## config.mk

```make
export PLATFORM = sky130hd
export DESIGN_NAME = alarm_sequencer
export DESIGN_NICKNAME = d
export VERILOG_FILES = /design/src/rtl/alarm_pkg.sv /design/src/rtl/button_edge.sv /design/src/rtl/alarm_sequencer.sv
export SDC_FILE = /design/constraint.sdc
export NUM_CORES = 1
export LEC_CHECK = 0
export CAP_MARGIN = 0
export CORE_UTILIZATION = 53
export CTS_CLUSTER_DIAMETER = 40
export DETAILED_ROUTE_END_ITERATION = 16
export GPL_ROUTABILITY_DRIVEN = 0
export PLACE_DENSITY = 0.85
export SYNTH_ARGS = -nofsm -noshare
export SYNTH_HDL_FRONTEND = slang
export SYNTH_HIERARCHICAL = 1
export SYNTH_SLANG_ARGS = --single-unit
```

## constraint.sdc

```tcl
create_clock -name Clk -period 6.3 [get_ports Clk]
set_input_delay 1.89 -clock Clk [delete_from_list [all_inputs] [get_ports Clk]]
set_output_delay 1.89 -clock Clk [all_outputs]
set_load 0.1 [all_outputs]
```

## src/rtl/alarm_pkg.sv

```systemverilog
// Shared encodings and field widths for the alarm path.
package alarm_pkg;

    localparam int unsigned STATE_W    = 3;
    localparam int unsigned DAY_W      = 3;
    localparam int unsigned HOUR_W     = 5;
    localparam int unsigned MIN_W      = 6;
    localparam int unsigned SEC_W      = 6;
    localparam int unsigned SNZ_TMR_W  = 10;
    localparam int unsigned RING_TMR_W = 8;

    typedef enum logic [STATE_W-1:0] {
        IDLE    = 3'd0,
        ARMED   = 3'd1,
        RINGING = 3'd2,
        SNOOZE  = 3'd3,
        LOCKOUT = 3'd4
    } state_e;

endpackage

```

## src/rtl/button_edge.sv

```systemverilog
// Rising-edge detector for an already-synchronised, debounced button level.
// A button held through reset yields no edge: detection is only enabled once
// the history flop has sampled the real input level.
module button_edge (
    input  logic Clk,
    input  logic Reset,
    input  logic In,
    output logic Rise
);

    logic prev_q;
    logic valid_q;

    // Track one cycle of input history; enable detection after first sample.
    always_ff @(posedge Clk or posedge Reset) begin
        if (Reset) begin
            prev_q  <= 1'b0;
            valid_q <= 1'b0;
        end else begin
            prev_q  <= In;
            valid_q <= 1'b1;
        end
    end

    assign Rise = valid_q && In && !prev_q;

endmodule

```

## src/rtl/alarm_sequencer.sv

```systemverilog
// Alarm sequencer: arms, matches day/hour/minute, rings with a beep pattern,
// and handles bounded snooze, stop, ring timeout and same-minute lockout.
module alarm_sequencer
    import alarm_pkg::*;
#(
    parameter int unsigned SNOOZE_MIN = 9,
    parameter int unsigned RING_SEC   = 60,
    parameter int unsigned MAX_SNOOZE = 3
) (
    input  logic               Clk,
    input  logic               Reset,
    input  logic               Tick,
    input  logic               AlarmSet,
    input  logic               Snooze,
    input  logic               Stop,
    input  logic [DAY_W-1:0]   CurDay,
    input  logic [HOUR_W-1:0]  CurHour,
    input  logic [MIN_W-1:0]   CurMin,
    input  logic [SEC_W-1:0]   CurSec,
    input  logic [6:0]         AlarmDays,
    input  logic [HOUR_W-1:0]  AlarmHour,
    input  logic [MIN_W-1:0]   AlarmMin,
    output logic               Buzz,
    output logic               Ringing,
    output logic               Snoozing,
    output logic [1:0]         SnoozeCnt,
    output logic [STATE_W-1:0] State
);

    localparam logic [SNZ_TMR_W-1:0]  SnzLoad  = SNZ_TMR_W'(SNOOZE_MIN * 60);
    localparam logic [RING_TMR_W-1:0] RingLoad = RING_TMR_W'(RING_SEC);
    localparam logic [1:0]            MaxSnz   = 2'(MAX_SNOOZE);

    logic snooze_e;
    logic stop_e;

    button_edge u_snooze_edge (
        .Clk   (Clk),
        .Reset (Reset),
        .In    (Snooze),
        .Rise  (snooze_e)
    );

    button_edge u_stop_edge (
        .Clk   (Clk),
        .Reset (Reset),
        .In    (Stop),
        .Rise  (stop_e)
    );

    state_e                 state_q, state_d;
    logic [RING_TMR_W-1:0]  ring_tmr_q, ring_tmr_d;
    logic [SNZ_TMR_W-1:0]   snz_tmr_q, snz_tmr_d;
    logic [1:0]             snz_cnt_q, snz_cnt_d;
    logic                   beep_q, beep_d;
    logic                   ringing_q, snoozing_q, buzz_q;

    // Day mask padded so a stray CurDay of 7 selects a disabled bit.
    logic [7:0] days_ext;
    logic       same_hm;
    logic       match;

    // Time compare against the stored alarm.
    always_comb begin
        days_ext = {1'b0, AlarmDays};
        same_hm  = (CurHour == AlarmHour) && (CurMin == AlarmMin);
        match    = days_ext[CurDay] && same_hm && (CurSec == '0);
    end

    // Next-state, timer and snooze-count logic.
    always_comb begin
        state_d    = state_q;
        ring_tmr_d = ring_tmr_q;
        snz_tmr_d  = snz_tmr_q;
        snz_cnt_d  = snz_cnt_q;
        beep_d     = beep_q;

        if (!AlarmSet) begin
            state_d   = IDLE;
            snz_cnt_d = '0;
            beep_d    = 1'b0;
        end else begin
            case (state_q)
                IDLE: state_d = ARMED;

                ARMED: begin
                    if (Tick && match) begin
                        state_d    = RINGING;
                        ring_tmr_d = RingLoad;
                        snz_cnt_d  = '0;
                        beep_d     = 1'b1;
                    end
                end

                RINGING: begin
                    if (stop_e) begin
                        state_d = LOCKOUT;
                    end else if (snooze_e && (snz_cnt_q < MaxSnz)) begin
                        state_d   = SNOOZE;
                        snz_tmr_d = SnzLoad;
                        snz_cnt_d = snz_cnt_q + 2'd1;
                    end else if (Tick) begin
                        beep_d = !beep_q;
                        if (ring_tmr_q <= RING_TMR_W'(1)) begin
                            state_d    = LOCKOUT;
                            ring_tmr_d = '0;
                        end else begin
                            ring_tmr_d = ring_tmr_q - RING_TMR_W'(1);
                        end
                    end
                end

                SNOOZE: begin
                    if (stop_e) begin
                        state_d = LOCKOUT;
                    end else if (Tick) begin
                        if (snz_tmr_q <= SNZ_TMR_W'(1)) begin
                            state_d    = RINGING;
                            snz_tmr_d  = '0;
                            ring_tmr_d = RingLoad;
                            beep_d     = 1'b1;
                        end else begin
                            snz_tmr_d = snz_tmr_q - SNZ_TMR_W'(1);
                        end
                    end
                end

                // Hold off until the alarm minute has passed to avoid retrigger.
                LOCKOUT: begin
                    if (Tick && !same_hm) begin
                        state_d   = ARMED;
                        snz_cnt_d = '0;
                    end
                end

                default: state_d = IDLE;
            endcase
        end
    end

    // State, timers and registered status outputs.
    always_ff @(posedge Clk or posedge Reset) begin
        if (Reset) begin
            state_q    <= IDLE;
            ring_tmr_q <= '0;
            snz_tmr_q  <= '0;
            snz_cnt_q  <= '0;
            beep_q     <= 1'b0;
            ringing_q  <= 1'b0;
            snoozing_q <= 1'b0;
            buzz_q     <= 1'b0;
        end else begin
            state_q    <= state_d;
            ring_tmr_q <= ring_tmr_d;
            snz_tmr_q  <= snz_tmr_d;
            snz_cnt_q  <= snz_cnt_d;
            beep_q     <= beep_d;
            ringing_q  <= (state_d == RINGING);
            snoozing_q <= (state_d == SNOOZE);
            buzz_q     <= (state_d == RINGING) && beep_d;
        end
    end

    assign Buzz      = buzz_q;
    assign Ringing   = ringing_q;
    assign Snoozing  = snoozing_q;
    assign SnoozeCnt = snz_cnt_q;
    assign State     = state_q;

endmodule

```

==> summary.txt <==
Clock tree
  – CTS Sinks: 31
  – Clk root buf: clkbuf_8
  – CTS max path bufs: 2
  – Latest clock arrival within the worst-skew pair: 0.29 ns
  – # H-tree levels: 2
  – Cts bufs inserted: 5
  – Reg clk slew, reported paths: 0.06 ns
  – CTS tree: yes
  – Hold-fix buffer count after cts: 0
  – Post-CTS Setup Repair Bufs: 0
  – Post-cts resize count: 0

Synthesis
  – Ys Warns: 6
  – Post-synthesis simple-gate area fraction: 24.06%
  – Top cell type's share of synthesized area: 37.67%
  – Synth Flop Type: dfrtp_1
  – Top cells by count, synth: nor2_1 (33), dfrtp_1 (31), inv_1 (15), xnor2_1 (15)
  – Sequential fraction of the synthesis area: 37.67%
  – Synth Cell Area: 0.002059 mm^2
  – Post-synthesis xor/xnor area fraction: 6.379%
  – Syn Nets: 288
  – Count leader, synth: nor2_1
  – Combinational family with the most area after synthesis: simple AND/OR/NAND/NOR gates
  – Post-synthesis cell type count: 48
  – Async SR Flop Fraction: 100.0%
  – Syn Area/Cell: 8.617 um^2
  – Mux cell area share after synthesis: 1.944%
  – Leading area contributor after synthesis: dfrtp_1
  – Post-Synth Adder-Cell Area: 3.038%
  – Post-synth EDFFs: 0
  – Synth Area in Compound Gates: 22.30%
  – Cells after Synth: 239
  – Top area cells in the synthesized netlist: dfrtp_1 (38%), xnor2_1 (6.4%), nor2_1 (6.0%)
  – #FFs+latches synth: 31

Worst setup path
  – R2r setup slk: 3.65 ns
  – Crit path to: State[0]
  – Critical path data arrival time: 2.29 ns
  – RR Endpoint: snz_tmr_q[7]
  – CP Class: reg2out
  – Cell family with most CP delay: buffers and inverters
  – Stages on worst setup path: 1
  – Critical-path top delay cell: clkdlybuf4s50_1
  – Buf/Inv on CP: 1
  – CP cell instances: clkdlybuf4s50_1
  – Crit Path Max Fanout: 21
  – Worst path max stage delay: 1.25 ns
  – Reg2Reg Depth: 6
  – Critical path endpoint category: output pin
  – Critical Path RT: 4.41 ns
  – FF-to-FF Start: State[1]
  – Worst Setup SP: State[0]
  – Startpoint Class: register

Global routing
  – Total grt overflow: 0
  – Tot GR Track Use: 27.29%
  – Largest net degree at the start of global routing: 28
  – Initial antenna violation count: 0
  – Vias in the first global route: 1920
  – Global-route wire length before repair: 8666 um

Route
  – Antenna viol nets, final: 0
  – Drc violations: 0
  – Met1 wire length: 2164 um
  – Total wire length: 4941 um
  – WL met2: 2428 um
  – WL/cell: 14.62 um
  – DR pass1 iterations: 5
  – Total number of vias: 1957
  – Initial detailed-routing violation count: 169
  – Routed wl met3: 323 um
  – Vias per cell: 5.790
  – Highest routed layer: met4

STA
  – Slew HR: 30.63%
  – RSZ-0062 raised after global routing: false
  – Final setup viols: 0
  – Worst hold margin: 0.4993 ns
  – Clock Skews: 0.003884 ns
  – Setup Total Neg Slack: 0 ns
  – Fin. Hold Viols: 0
  – Slew Limit Fails: 0
  – Slew of the pin with the lowest slew margin: 1.039 ns
  – Fmax: 0.2390 GHz
  – Tmin final: 4.184 ns
  – Final period util: 66.42%

Power and ir drop
  – Net Switching: 112.1 uW
  – Clock share of power: 37.8%
  – Internal power: 345.0 uW
  – Pwr dens: 169.4 mW/mm^2
  – Switching Share: 24.52%
  – LEAKAGE: 0.001121 uW
  – IR drop worst, VDD: 0.1454 mV
  – Seq pwr share: 46.5%
  – Combinational fraction of design power: 15.7%

Final layout
  – Final #Nets: 338
  – Syn-to-layout area delta: 31.05%
  – Final Util: 73.17%
  – Share of cells above drive strength 1: 4.483%
  – Fin cells: 338
  – N_diodes: 0

Run
  – Max Cap Violations: 0

Floorplan
  – Die area: 0.004139 mm^2
  – Die Y: 64.34 um
  – Core area: 0.003689 mm^2
  – Initial Util: 55.83%
  – Site Rows: 22
  – Die width: 64.34 um
  – Ports: 52

Min path
  – Hold Path Class: reg2reg

Placed design
  – Hpwl dp: 3788 um
  – PortBufs: 51
  – Placed Cells incl. Taps: 330

Status
  – Outcome: complete, no violations
## sequential cells by signal (all words and copies together), names as in the netlist, 2 cells and up
name	cells
SnoozeCnt	2
State	3
snz_tmr_q	10
ring_tmr_q	8
## final cells by class
class,instances,area (um^2)
inverters,15,56.30
repair buffers,51,510.5
flip-flops and latches,31,775.7
fillers,306,989.7
multi-input cells,185,1196
well taps,48,60.06
clock buffers,8,100.1
## layout by cell type (no fill, tap or decap), types with 6 or more instances in the layout
cell             synthesis  final
clkdlybuf4s50_1          0     51
nor2_1                  33     33
dfrtp_1                 31     31
inv_1                   15     15
xnor2_1                 15     15
nand2_1                 14     14
o21ai_0                 14     14
nor3_1                  10     10
a31oi_1                  8      8
nor2b_1                  7      7
a21oi_1                  7      7
clkbuf_8                 0      7
nand4_1                  6      6
nand3_1                  6      6
o211ai_1                 6      6
## how the worst min path moves through the flow
stage                   from       endpoint  slack [ns]  cells after the start
6_report       ring_tmr_q[3]  ring_tmr_q[3]        0.50                      1
5_1_grt        ring_tmr_q[3]  ring_tmr_q[3]        0.52                      1
4_1_cts        ring_tmr_q[3]  ring_tmr_q[3]        0.50                      1
3_5_place_dp   ring_tmr_q[3]  ring_tmr_q[3]        0.49                      1
3_3_place_gp   ring_tmr_q[3]  ring_tmr_q[3]        0.48                      1
2_1_floorplan  ring_tmr_q[3]  ring_tmr_q[3]        0.46                      1
## metal layers
layer | track usage (%) | vias up
met5 | 0 | -
met1 | 36.57 | 915
met2 | 43.55 | 66
li1 | - | 974
met3 | 7.143 | 2
met4 | 7.222 | 0
## per-stage QoR
| step | worst slack (ns) | instance area (um^2) | power (uW) |
|---|---|---|---|
| after global placement | 1.972 | 2599 | 286.2 |
| after global routing | 1.924 | 2699 | 478.8 |
| after floorplan | 2.806 | 2059 | 250.0 |
| final | 2.116 | 2699 | 457.1 |
| after CTS | 2.114 | 2699 | 460.4 |
| after detailed placement | 1.935 | 2599 | 287.9 |
## logic make-up (layout without fill, tap and decap cells)
family	count (synthesis)	after routing
AO/OA/AOI/OAI	62	62
XOR/XNOR	15	15
adder cells (fa/ha/maj)	5	5
buffers and inverters	23	74
flip-flops	31	31
multiplexers	4	4
other	2	2
AND/OR/NAND/NOR	97	97
## power by group through the flow
stage | clock, uW | combinational (uW) | sequential [uW]
floorplan | 0 | 35.0 | 215
global placement | 0 | 70.1 | 216
detailed placement | 0 | 71.7 | 216
CTS | 176 | 71.9 | 213
global route | 186 | 78.8 | 213
finish | 173 | 71.7 | 213
Power figures use the tool's default switching activity.
